$ cat src/rtl/ulbf_data_axis_reader.sv
// rtl/ulbf_data_axis_reader.sv - RAM port-B playback sequencer feeding an AXI4-Stream master
// Optional feature macro: ULBF_DATA_LOOP_EN (continuous frame replay while cfg_loop is high)
module ulbf_data_axis_reader #(
  parameter int DATA_WIDTH       = 64,
  parameter int RAM_DEPTH        = 4096,
  parameter int RAM_READ_LATENCY = 4,
  parameter int FIFO_DEPTH       = 8
) (
  input  logic                  m_axis_clk,
  input  logic                  m_axis_rst,
  input  logic                  start,
  input  logic [15:0]           cfg_start_addr,
  input  logic [15:0]           cfg_num_words,
  input  logic                  cfg_loop,
  output logic                  busy,
  output logic                  done,
  output logic [15:0]           ram_addrb,
  output logic                  ram_enb,
  input  logic [DATA_WIDTH-1:0] ram_doutb,
  output logic [DATA_WIDTH-1:0] m_axis_tdata,
  output logic                  m_axis_tvalid,
  input  logic                  m_axis_tready,
  output logic                  m_axis_tlast
);

  localparam logic [1:0] ST_IDLE  = 2'd0;
  localparam logic [1:0] ST_RUN   = 2'd1;
  localparam logic [1:0] ST_DRAIN = 2'd2;

  localparam int PW = $clog2(FIFO_DEPTH);
  localparam int CW = $clog2(FIFO_DEPTH + 1);
  localparam int LT = RAM_READ_LATENCY;

  localparam logic [15:0]   LAST_ADDR  = 16'(RAM_DEPTH - 1);
  localparam logic [CW-1:0] CREDIT_MAX = CW'(FIFO_DEPTH);
  localparam logic [PW-1:0] PTR_LAST   = PW'(FIFO_DEPTH - 1);

  logic [1:0]            state;
  logic [15:0]           base_addr;
  logic [15:0]           num_words;
  logic [15:0]           idx;
  logic [15:0]           addr;
  logic [15:0]           start_mod;
  logic [LT-1:0]         vld_sr;
  logic [LT-1:0]         last_sr;
  logic [DATA_WIDTH-1:0] fifo_data [FIFO_DEPTH];
  logic [FIFO_DEPTH-1:0] fifo_last;
  logic [PW-1:0]         wr_ptr;
  logic [PW-1:0]         rd_ptr;
  logic [CW-1:0]         fifo_cnt;
  logic [CW-1:0]         outstanding;
  logic [CW-1:0]         outstanding_nxt;
  logic                  issue;
  logic                  issue_last;
  logic                  push;
  logic                  pop;
  logic                  loop_again;

  // Credit counts every word not yet handed downstream: reads in flight plus FIFO entries.
  always_comb begin
    start_mod       = 16'({16'd0, cfg_start_addr} % RAM_DEPTH);
    issue           = (state == ST_RUN) && (outstanding < CREDIT_MAX);
    issue_last      = issue && (idx == num_words - 16'd1);
    push            = vld_sr[LT-1];
    pop             = m_axis_tvalid && m_axis_tready;
    outstanding_nxt = outstanding + CW'(issue) - CW'(pop);
  end

`ifdef ULBF_DATA_LOOP_EN
  assign loop_again = issue_last && cfg_loop;
`else
  logic loop_unused;
  assign loop_unused = cfg_loop;
  assign loop_again  = 1'b0;
`endif

  assign ram_enb       = issue;
  assign ram_addrb     = addr;
  assign busy          = (state != ST_IDLE);
  assign m_axis_tvalid = (fifo_cnt != '0);
  assign m_axis_tdata  = m_axis_tvalid ? fifo_data[rd_ptr] : '0;
  assign m_axis_tlast  = m_axis_tvalid && fifo_last[rd_ptr];

  // Frame sequencing: start acceptance, address walk with wrap, drain and done pulse.
  always_ff @(posedge m_axis_clk or posedge m_axis_rst) begin
    if (m_axis_rst) begin
      state       <= ST_IDLE;
      base_addr   <= '0;
      num_words   <= '0;
      idx         <= '0;
      addr        <= '0;
      done        <= 1'b0;
      outstanding <= '0;
    end else begin
      done        <= 1'b0;
      outstanding <= outstanding_nxt;
      case (state)
        ST_IDLE: begin
          if (start) begin
            if (cfg_num_words != 16'd0) begin
              base_addr <= start_mod;
              addr      <= start_mod;
              num_words <= cfg_num_words;
              idx       <= '0;
              state     <= ST_RUN;
            end else begin
              done <= 1'b1;
            end
          end
        end
        ST_RUN: begin
          if (issue) begin
            if (issue_last) begin
              idx  <= '0;
              addr <= base_addr;
              if (!loop_again) state <= ST_DRAIN;
            end else begin
              idx  <= idx + 16'd1;
              addr <= (addr == LAST_ADDR) ? 16'd0 : addr + 16'd1;
            end
          end
        end
        ST_DRAIN: begin
          if (outstanding_nxt == '0) begin
            done  <= 1'b1;
            state <= ST_IDLE;
          end
        end
        default: state <= ST_IDLE;
      endcase
    end
  end

  // Read-latency tracker: valid and last flags ride alongside each issued read.
  always_ff @(posedge m_axis_clk or posedge m_axis_rst) begin
    if (m_axis_rst) begin
      vld_sr  <= '0;
      last_sr <= '0;
    end else begin
      vld_sr  <= (vld_sr << 1) | LT'(issue);
      last_sr <= (last_sr << 1) | LT'(issue_last);
    end
  end

  // FIFO pointers and occupancy.
  always_ff @(posedge m_axis_clk or posedge m_axis_rst) begin
    if (m_axis_rst) begin
      wr_ptr   <= '0;
      rd_ptr   <= '0;
      fifo_cnt <= '0;
    end else begin
      if (push) wr_ptr <= (wr_ptr == PTR_LAST) ? '0 : wr_ptr + 1'b1;
      if (pop)  rd_ptr <= (rd_ptr == PTR_LAST) ? '0 : rd_ptr + 1'b1;
      fifo_cnt <= fifo_cnt + CW'(push) - CW'(pop);
    end
  end

  // FIFO storage; contents need no reset because the read side is gated by occupancy.
  always_ff @(posedge m_axis_clk) begin
    if (push) begin
      fifo_data[wr_ptr] <= ram_doutb;
      fifo_last[wr_ptr] <= last_sr[LT-1];
    end
  end

  // A push into a full FIFO would mean the credit accounting is broken.
  always @(posedge m_axis_clk) begin
    if (!m_axis_rst) assert (!(push && !pop && fifo_cnt == CREDIT_MAX));
  end

endmodule
$ cat config.mk
export PLATFORM = sky130hd
export DESIGN_NAME = ulbf_data_axis_reader
export DESIGN_NICKNAME = d
export VERILOG_FILES = /design/src/rtl/ulbf_data_axis_reader.sv
export SDC_FILE = /design/constraint.sdc
export NUM_CORES = 1
export LEC_CHECK = 0
export BUFFER_PORTS_ARGS = -buffer_cell sky130_fd_sc_hd__buf_2
export CAP_MARGIN = 10
export CORE_UTILIZATION = 60
export CTS_BUF_LIST = sky130_fd_sc_hd__clkbuf_16
export DETAILED_ROUTE_END_ITERATION = 7
export GPL_ROUTABILITY_DRIVEN = 0
export GPL_TIMING_DRIVEN = 0
export PLACE_DENSITY = 0.82
export SLEW_MARGIN = 40
export SYNTH_ARGS = -nofsm -noshare
export SYNTH_HDL_FRONTEND = slang
export SYNTH_SLANG_ARGS = --single-unit
$ cat constraint.sdc
create_clock -name m_axis_clk -period 6.15 [get_ports m_axis_clk]
set_clock_uncertainty 0.1 [all_clocks]
set_input_delay 0.9225 -clock m_axis_clk [delete_from_list [all_inputs] [get_ports m_axis_clk]]
set_output_delay 0.9225 -clock m_axis_clk [all_outputs]
set_load 0.05 [all_outputs]
Word level (Yosys, flattened, before mapping)

Memories as Yosys holds them, arrays and structs flattened.
Cells that the tools add are included.

Register bits: 93
Bits in latches: 0
Memory bits (writable): 512
Bits in read-only memories: 0
Memories kept: 1

Memory list:

| memory    | depth | bits a word | rd ports | clocked after Yosys merged registers in | wr ports | RTL line | source |
|---|---|---|---|---|---|---|---|
| fifo_data | 8     | 64          | 1        | 0                                       | 1        | 46       | `logic [DATA_WIDTH-1:0] fifo_data [FIFO_DEPTH];` |

Add/sub/neg operators: 9
$mul: 0
Divide/modulo/power cells: 0
Magnitude comparators: 4
Equal/unequal tests: 11
Shift operators: 0
Multiplexer cells: 31
Bitwise gates (word level): 2
Reduce and logical (&&, ||, !) cells: 14

Operators by type and width:

| kind                                                       | count |
|---|---|
| 2-to-1 mux 16 bit                                          | 9 |
| 2-to-1 mux 64 bit                                          | 1 |
| case mux 16 bit (2 select lines)                           | 2 |
| adder 16 x 1 -> 16 bit, second input constant              | 2 |
| == test 16 x 12 -> 1 bit, second input constant            | 1 |
| == test 16 bit                                             | 1 |
| nonzero test 16 bit                                        | 1 |
| subtractor 16 x 1 -> 16 bit, second input constant         | 1 |
| 2-to-1 mux 2 bit                                           | 5 |
| inequality test 2 bit, second input constant               | 5 |
| adder 4 x 1 -> 4 bit                                       | 2 |
| bitwise mux 8 bit                                          | 1 |
| less-than comparator 3 x 4 -> 1 bit, second input constant | 2 |
| bitwise OR 4 x 1 -> 4 bit                                  | 2 |
| subtractor 4 x 1 -> 4 bit                                  | 2 |
| 2-to-1 mux 1 bit                                           | 7 |
| adder 3 x 1 -> 3 bit, second input constant                | 2 |
| == test 3 bit, second input constant                       | 2 |
| 2-to-1 mux 3 bit                                           | 2 |
| case mux 2 bit (3 select lines)                            | 1 |
| logical AND 1 bit                                          | 5 |
| AND reduction 5 bit                                        | 1 |
| logical NOT 4 bit                                          | 1 |
| less-than comparator 4 bit, second input constant          | 1 |
| other kinds (11)                                           | 12 |

Longest topological paths before layout

Gate-level depths: netlist of run 1.

Depth after elaboration: 7
Mapped depth: 15
Gate-level depth less buffers: 15

Worst setup path before layout of run 1

Ideal clock, no wire load.

Kind: register -> register
Start: register wr_ptr[0]
End: memory fifo_data[0][0], enable pin
Library setup time: 0.568 ns
Arrival time: 5.009 ns
Path slack: 0.473 ns
Cell stages (with the launch flop): 3
Buffers on the path: 0
Cell sequence: dfrtp_1 > nand2b_1 > nor3_1

RTL lines:

| what                   | RTL line | source |
|---|---|---|
| from (decl)            | 48       | `logic [PW-1:0] wr_ptr;` |
| from (signal assigned) | 152      | `if (push) wr_ptr <= (wr_ptr == PTR_LAST) ? '0 : wr_ptr + 1'b1;` |
| to (decl)              | 46       |  |

No word-level cell before the write port.

Worst setup path in the final report of run 1

Start: register rd_ptr[0]
End: output port m_axis_tdata[63]

Longest elaborated chain between the ends: 2

Ends and longest elaborated chain:

| what                   | RTL line | source |
|---|---|---|
| from (decl)            | 49       | `logic [PW-1:0] rd_ptr;` |
| from (signal assigned) | 153      | `if (pop) rd_ptr <= (rd_ptr == PTR_LAST) ? '0 : rd_ptr + 1'b1;` |
| memory (8 x 64 bit)    | -        |  |
| 2-to-1 mux 64 bit      | 81       | `assign m_axis_tdata = m_axis_tvalid ? fifo_data[rd_ptr] : '0;` |
| to (decl)              | 20       | `output logic [DATA_WIDTH-1:0] m_axis_tdata,` |

No other way between the ends.

==> impl_metrics.tcl, run 1 <==
set metrics [dict create \
    drtAntennaViolNets 0 \
    hold_violations 0 \
    highest_layer "met5" \
    synth_edf_count 520 \
    die_w_um 203 \
    rows 73 \
    cp-end-kind "primary output" \
    design.die.area_mm2 0.0412 \
    final_common_cell "edfxtp_1" \
    regToRegEndpoint "idx[2]" \
    drt-total-wl_mm 58.7 \
    wl_met1_mm 21.6 \
    drc 0 \
    drive_gt1_share_pct 29.2 \
    ctsResizeCount 0 \
    crit_end "m_axis_tdata[63]" \
    r2r_slack_ns 2.30 \
    ctsRootBufferMaster "clkbuf_16" \
    grt_max_degree 52 \
    whs_ns 0.210 \
    grt_use_total_pct 29.1 \
    vdd_drop_max_mv 0.355 \
    ioPinCount 186 \
    clk_pin_slew_ns 0.07 \
    register_area_mm2 0.0177 \
    grt_pass1_vias 14300 \
    grt_antenna_before_repair 5 \
    nNetsFinal 1751 \
    crit_start "rd_ptr[0]" \
    core_mm2 0.0398 \
    drt_first_pass_iters 7 \
    wl_met3_mm 5.10 \
    maxSlewHeadroom_pct 41.1 \
    cts_tree "yes" \
    yosysWarningCount 0 \
    cts.sinks 605 \
    final_max_slew_viol_count 0 \
    fin_crit_ns 4.95 \
    power_density_mw_per_mm2 537 \
    tightest_slew_ns 0.883 \
    multi_input_area_mm2 0.00625 \
    synth_flop_cell "edfxtp_1" \
    maxCapViolCount 0 \
    async_flop_share_pct 14.0 \
    grt-ovfl-total 0 \
    netlist_area_mm2 0.0243 \
    route.met2.wl_mm 30.4 \
    setup_viol 0 \
    synth.avg_cell_area_um2 18.2 \
    hold_path.class "primary input to async pin" \
    dp_hpwl_mm 35.6 \
    wl_per_cell_um 26.5 \
    reg2regPathDepth 9 \
    htreeDepth 2 \
    nFillCells 2281 \
    port_buffers 180 \
    layout_common_cells "edfxtp_1 (520), buf_2 (200), mux4_2 (130), nand2_1 (107), nor2_1 (105)" \
    synth_cell_types 49 \
    cts_buffer_depth 3 \
    synthCells 1336 \
    r2r_start "state[1]" \
    numCtsBuffers 56 \
    postCtsSetupRepairBufs 0 \
    cp-start-kind "flop" \
    crit_fanout 10 \
    num_vias 13900 \
    yosys_register_bits 605 \
    rsz0062_at_grt "false" \
    holdBufCountCts 0 \
    critPathKind "flop to primary output" \
    start_util_pct 60.9 \
    synth_nets 1455 \
    arrival_ns 3.93 \
    die_h_um 203 \
    drt_first_iter_violations 1512 \
    finalCritPeriodShare_pct 80.5 \
    max_freq_mhz 202 \
    status "finished, final reports clean" \
    power.total_mw 15.4 \
    vias_per_cell 6.28 \
    grt_pass1_wl_mm 87.8 \
    clkLatencyLatePin_ns 0.62 \
    syn2layout_area_growth_pct 18.2 \
    p_leak_nw 10.5 \
    required_ns 5.13 \
    ys_seq_area_share_pct 73.1 \
]
## final cells by class
cell class | count | share of cell area (%)
flip-flops and latches | 605 | 61.9
repair buffers | 238 | 6.18
diodes | 7 | 0.0611
inverters | 24 | 0.332
clock inverters | 49 | 1.57
clock buffers | 57 | 4.98
multi-input cells | 646 | 21.8
well taps | 525 | 2.29
plain buffers | 61 | 0.908
## flip-flops by register name, summed over array words and instances, names as in the netlist, 2 cells and up
signal	flops
fifo_cnt	4
fifo_last	8
idx	16
fifo_data	512
ram_addrb	16
base_addr	12
last_sr	4
outstanding	4
state	2
vld_sr	4
wr_ptr	3
num_words	16
rd_ptr	3
## per-stage QoR
step / std cells / setup slack [ns] / cell area, µm² / TNS, ns / utilization [%]
final: 2212 / 1.20 / 28700 / 0 / 72.0
after global routing: 2206 / 1.12 / 28700 / 0 / 71.9
after CTS: 2205 / 1.25 / 28600 / 0 / 71.9
after detailed placement: 2099 / 2.09 / 26800 / 0 / 67.2
after global placement: 2041 / -3.77 / 25800 / -622.94 / 64.8
after floorplan: 1336 / 0.473 / 24300 / 0 / -
## cells in the mapped netlist, drive strengths merged, types with 11 or more instances
cell type	number	share of area, %
nor2	111	1.7
xnor2	29	1.0
nand2	107	1.7
ha	16	0.83
dfrtp	85	8.8
mux4	130	12
inv	24	0.37
and3	11	0.28
edfxtp	520	64
buf	27	0.45
clkbuf	34	0.53
o21ai	21	0.43
mux2i	76	3.1
nand3	14	0.29
xor2	20	0.72
nor4	12	0.31
## power breakdown
group          leakage (nW)  internal, mW  switching, mW
clock network         0.953          1.99           1.53
registers              5.78          5.26          0.361
logic                  3.76          2.11           4.14
total                  10.5          9.36           6.03
## worst min path at each step
stage | to | slack [ns] | cells after the start
floorplan | last_sr[1] | 0.23 | 0
global placement | vld_sr[1] | 0.23 | 0
detailed placement | vld_sr[1] | 0.24 | 0
CTS | idx[14] | 0.19 | 2
global route | idx[14] | 0.21 | 2
finish | idx[14] | 0.21 | 2
## logic make-up (layout without fill, tap and decap cells)
kind of cell	count (synthesis)	after routing	synth area share [%]
flops	605	605	73.1
simple gates	311	311	5.78
mux	210	210	15.4
buf+inv	85	429	1.35
compound gates	58	58	1.56
xor+xnor	49	49	1.77
fa+ha+maj	18	18	0.990
other cells	0	7	0
## worst max-delay path: stages (launching register included)
cell	delay (ns)
dfrtp_1	0.37
clkbuf_1	0.41
clkbuf_1	0.70
buf_2	0.52
mux4_2	0.59
mux2i_1	0.27
nor2_1	0.15
buf_2	0.28
## per-layer routing
metal | vias up | GRT usage (%)
met5 | - | 0
met4 | 6 | 9.00
met3 | 126 | 5.59
met2 | 861 | 49.9
met1 | 7064 | 37.9
li1 | 5829 | -
Power figures use the tool's default switching activity.
==> run 2, diff against run 1 <==
--- a/config.mk
+++ b/config.mk
@@ -7,12 +7,12 @@
 export LEC_CHECK = 0
 export BUFFER_PORTS_ARGS = -buffer_cell sky130_fd_sc_hd__buf_2
 export CAP_MARGIN = 10
-export CORE_UTILIZATION = 60
+export CORE_UTILIZATION = 54
 export CTS_BUF_LIST = sky130_fd_sc_hd__clkbuf_16
 export DETAILED_ROUTE_END_ITERATION = 7
 export GPL_ROUTABILITY_DRIVEN = 0
 export GPL_TIMING_DRIVEN = 0
-export PLACE_DENSITY = 0.82
+export PLACE_DENSITY = 0.78
 export SLEW_MARGIN = 40
 export SYNTH_ARGS = -nofsm -noshare
 export SYNTH_HDL_FRONTEND = slang
==> constraint.sdc (replaced) <==
create_clock -name m_axis_clk -period 4 [get_ports m_axis_clk]
set_clock_uncertainty 0.1 [all_clocks]
set_input_delay 0.6 -clock m_axis_clk [delete_from_list [all_inputs] [get_ports m_axis_clk]]
set_output_delay 0.6 -clock m_axis_clk [all_outputs]
set_load 0.05 [all_outputs]
==> impl_metrics.tcl, run 2 (synthesized netlist as in run 1, its figures left out) <==
set metrics [dict create \
    status "finished, final reports clean" \
    fin_setup_tns_ns 0 \
    cts_buffer_depth 3 \
    die_h_um 214 \
    drt-total-wl_mm 51.5 \
    drt_first_iter_violations 1090 \
    required_ns 3.30 \
    grt_use_total_pct 22.9 \
    crit_fanout 10 \
    layout_common_cells "edfxtp_1 (520), buf_2 (186), mux4_2 (130), nand2_1 (107), nor2_1 (105)" \
    num_vias 13100 \
    wl_per_cell_um 22.7 \
    clk_pin_slew_ns 0.06 \
    design_area_mm2 0.0288 \
    cts_tree "yes" \
    final_common_cell "edfxtp_1" \
    p_leak_nw 10.5 \
    drtAntennaViolNets 0 \
    numCtsBuffers 58 \
    core_mm2 0.0442 \
    start_util_pct 54.8 \
    die_w_um 214 \
    cp-end-kind "primary output" \
    post_dp_cell_area_mm2 0.0269 \
    tightest_slew_ns 0.772 \
    drive_gt1_share_pct 29.8 \
    htreeDepth 2 \
    design.die.area_mm2 0.0458 \
    rows 77 \
    top_register "fifo_data" \
    nNetsFinal 1743 \
    arrival_ns 3.16 \
    hold_violations 0 \
    clkLatencyLatePin_ns 0.60 \
    grt-ovfl-total 0 \
    final_max_slew_viol_count 0 \
    grt_max_degree 45 \
    power.total_mw 23.2 \
    cts.sinks 605 \
    largest_reg_flops 512 \
    vias_per_cell 5.78 \
    hold_path.class "primary input to flop" \
    cp-start-kind "flop" \
    whs_ns 0.106 \
    syn2layout_area_growth_pct 18.8 \
    dp_hpwl_mm 33.9 \
    port_buffers 180 \
    ioPinCount 186 \
    drc 0 \
    ctsRootBufferMaster "clkbuf_16" \
    setup_viol 0 \
    maxCapViolCount 0 \
    critPathKind "flop to primary output" \
    fin_crit_ns 3.86 \
    power_density_mw_per_mm2 806 \
    vdd_drop_max_mv 0.653 \
    grt_antenna_before_repair 7 \
    max_freq_mhz 259 \
    grt_pass1_wl_mm 79.0 \
    finalCritPeriodShare_pct 96.5 \
    maxSlewHeadroom_pct 48.5 \
    rsz0062_at_grt "false" \
    drt_first_pass_iters 5 \
    grt_pass1_vias 13500 \
    utilization_pct 65.2 \
]
==> run 2: cell type report <==
cell class / instances / area (µm²)
multi-input combinational: 646 / 6270
sequential: 605 / 17700
antenna: 3 / 7.51
tap: 592 / 741
buffer: 61 / 299
fill: 2935 / 15400
clock buffer: 60 / 1500
inverter: 24 / 95.1
timing repair buffer: 228 / 1820
clock inverter: 48 / 340
==> run 2: path summary, 6_finish.rpt <==
kind                                     to              start  depth (start not counted)  slack [ns]
setup / recovery           m_axis_tdata[32]          rd_ptr[1]                          7        0.14
hold / removal                 base_addr[6]  cfg_start_addr[6]                          3        0.11
setup reg to reg                     idx[7]           state[1]                          9        0.22
hold reg to reg                  last_sr[2]         last_sr[1]                          0        0.25
max in group asynchronous         rd_ptr[2]         m_axis_rst                          4        2.77
min in group asynchronous     num_words[10]         m_axis_rst                          3        0.46
==> run 2: timing repair <==
item                                   in CTS  in global routing
cloned                                      0                  0
setup buffers                               0                  0
setup endpoints to repair                  65                 20
hold buffers                                1                  0
endpoints found under the hold margin      41                  0
resized for setup                          14                  7
==> run 2: power by group <==
part	total, mW	leakage (nW)	internal (mW)	switching, mW
Combinational	9.40	3.78	3.29	6.11
Sequential	8.57	5.78	8.08	0.487
Clock	5.25	0.933	2.97	2.28
Total	23.2	10.5	14.4	8.87
==> run 2: critical path, stage by stage (launching register included) <==
cell      delay (ns)
dfrtp_1         0.36
clkbuf_1        0.31
clkbuf_2        0.39
buf_1           0.56
mux4_2          0.40
mux2i_1         0.20
nor2_1          0.09
buf_2           0.24
==> run 2: routing by layer <==
layer	vias to the layer above	wire length, µm	track usage [%]
met1	6738	20900	30.4
li1	5819	-	-
met5	-	66	0
met3	81	3620	4.99
met4	10	867	5.23
met2	466	26000	38.9
==> run 2: stage by stage <==
step	setup WS [ns]	cells
5_1_grt	0.0224	2264
6_report	0.138	2267
2_1_floorplan	0.0667	1336
3_3_place_gp	-2.66	2108
4_1_cts	0.0130	2264
3_5_place_dp	0.136	2155
==> run 3, diff against run 2 <==
--- a/config.mk
+++ b/config.mk
@@ -7,12 +7,13 @@
 export LEC_CHECK = 0
 export BUFFER_PORTS_ARGS = -buffer_cell sky130_fd_sc_hd__buf_2
 export CAP_MARGIN = 10
-export CORE_UTILIZATION = 54
+export CORE_UTILIZATION = 64
 export CTS_BUF_LIST = sky130_fd_sc_hd__clkbuf_16
+export CTS_CLUSTER_SIZE = 30
 export DETAILED_ROUTE_END_ITERATION = 7
 export GPL_ROUTABILITY_DRIVEN = 0
 export GPL_TIMING_DRIVEN = 0
-export PLACE_DENSITY = 0.78
+export PLACE_DENSITY = 0.86
 export SLEW_MARGIN = 40
 export SYNTH_ARGS = -nofsm -noshare
 export SYNTH_HDL_FRONTEND = slang
==> constraint.sdc (replaced) <==
create_clock -name m_axis_clk -period 4.92 [get_ports m_axis_clk]
set_clock_uncertainty 0.1 [all_clocks]
set_input_delay 0.738 -clock m_axis_clk [delete_from_list [all_inputs] [get_ports m_axis_clk]]
set_output_delay 0.738 -clock m_axis_clk [all_outputs]
set_load 0.05 [all_outputs]
==> impl_metrics.tcl, run 3 (synthesized netlist as in run 1, its figures left out) <==
set metrics [dict create \
    drt_first_iter_violations 1389 \
    clk_pin_slew_ns 0.07 \
    r2r_start "state[1]" \
    design_area_mm2 0.0285 \
    rows 70 \
    drtAntennaViolNets 0 \
    arrival_ns 3.72 \
    drc 0 \
    vdd_drop_max_mv 0.435 \
    cp-end-kind "primary output" \
    ctsRootBufferMaster "clkbuf_16" \
    postCtsSetupRepairBufs 0 \
    crit_start "rd_ptr[0]" \
    path_cells "clkbuf_1 > clkbuf_1 > buf_2 > mux4_2 > mux2i_1 > nor2_1 > buf_2" \
    tightest_slew_ns 0.875 \
    syn2layout_area_growth_pct 17.6 \
    numCtsBuffers 57 \
    drt-total-wl_mm 60.5 \
    p_leak_nw 10.4 \
    final_max_slew_viol_count 0 \
    hold_path.class "primary input to async pin" \
    setup_viol 0 \
    largest_reg_flops 512 \
    grt_antenna_before_repair 11 \
    start_util_pct 65.6 \
    holdBufCountCts 0 \
    nNetsFinal 1738 \
    layout_common_cells "edfxtp_1 (520), buf_2 (190), mux4_2 (130), nand2_1 (107), nor2_1 (105)" \
    hold_violations 0 \
    cts_buffer_depth 3 \
    maxCapViolCount 0 \
    cp-start-kind "flop" \
    path_buf_inv 4 \
    die_h_um 197 \
    core_mm2 0.0370 \
    status "finished, final reports clean" \
    required_ns 4.08 \
    power.total_mw 19.1 \
    htreeDepth 2 \
    grt_use_total_pct 32.0 \
    finalCritPeriodShare_pct 92.7 \
    grt_max_degree 47 \
    grt_pass1_wl_mm 88.7 \
    fin_crit_ns 4.56 \
    num_vias 14200 \
    crit_fanout 10 \
    cts_tree "yes" \
    maxSlewHeadroom_pct 41.7 \
    critPathKind "flop to primary output" \
    cts.sinks 605 \
    grt_pass1_vias 14500 \
    port_buffers 180 \
    ctsResizeCount 0 \
    post_dp_cell_area_mm2 0.0268 \
    max_freq_mhz 219 \
    cp_slowest_cell "clkbuf_1" \
    final_common_cell "edfxtp_1" \
    die_w_um 197 \
    rsz0062_at_grt "false" \
    crit_family "buffers and inverters" \
    power_density_mw_per_mm2 671 \
    dp_hpwl_mm 35.6 \
    drive_gt1_share_pct 28.4 \
    drt_first_pass_iters 5 \
    wl_per_cell_um 27.7 \
    vias_per_cell 6.49 \
    nFillCells 1907 \
    design.die.area_mm2 0.0387 \
    ioPinCount 186 \
    grt-ovfl-total 0 \
    slowest_delay_ns 0.63 \
    top_register "fifo_data" \
    clkLatencyLatePin_ns 0.62 \
]
run 3: changes by cell type in the layout (fill, tap and decap cells not counted), sizes merged:
| cell | change |
|---|---|
| bufinv | -2 |
| dlygate4sd3 | -1 |
| clkinvlp | -3 |
| inv | +7 |
| clkbuf | -6 |
| buf | +1 |
| diode | +7 |
run 3: layout make-up:
| cell class | instances | area (µm²) | share of cell area (%) |
|---|---|---|---|
| clock inverters | 50 | 302 | 1.06 |
| diodes | 10 | 25.0 | 0.0877 |
| multi-input cells | 646 | 6260 | 21.9 |
| inverters | 24 | 95.1 | 0.333 |
| plain buffers | 61 | 264 | 0.925 |
| well taps | 504 | 631 | 2.21 |
| flip-flops and latches | 605 | 17700 | 62.2 |
| repair buffers | 224 | 1770 | 6.19 |
| clock buffers | 58 | 1450 | 5.09 |
run 3: where the power goes:
part	total [mW]	switching, mW	internal [mW]
sequential	7.05	0.468	6.58
clock	4.18	1.93	2.25
combinational	7.91	5.25	2.66
total	19.1	7.65	11.5
run 3: metal layers:
metal	part of all wire [%]	wire length (µm)	vias up	global-route usage, %
met4	4.3	2610	8	15.5
met5	0.071	43	-	0
met2	51	30700	1036	53.9
met3	10	6080	185	5.56
li1	-	-	5809	-
met1	35	21100	7114	40.9
run 3: final timing paths:
path	to	slack (ns)	cells after the start
hold reg to reg	last_sr[2]	0.25	0
max in group asynchronous	fifo_cnt[1]	4.13	3
setup reg to reg	idx[10]	1.07	9
min in group m_axis_clk	base_addr[6]	0.24	3
setup / recovery	m_axis_tdata[36]	0.36	7
hold / removal	base_addr[1]	0.03	2
run 3: per-stage QoR:
step	setup WS (ns)	instances	util, %	setup TNS (ns)	hold WS [ns]
after floorplan	0.987	1336	-	0	0.231
after global placement	-1.67	2020	69.8	-772.62	0.233
after detailed placement	0.870	2064	72.4	0	0.237
after CTS	0.125	2172	77.1	0	0.0239
after global routing	0.216	2176	77.2	0	0.0595
final	0.358	2182	77.2	0	0.0279
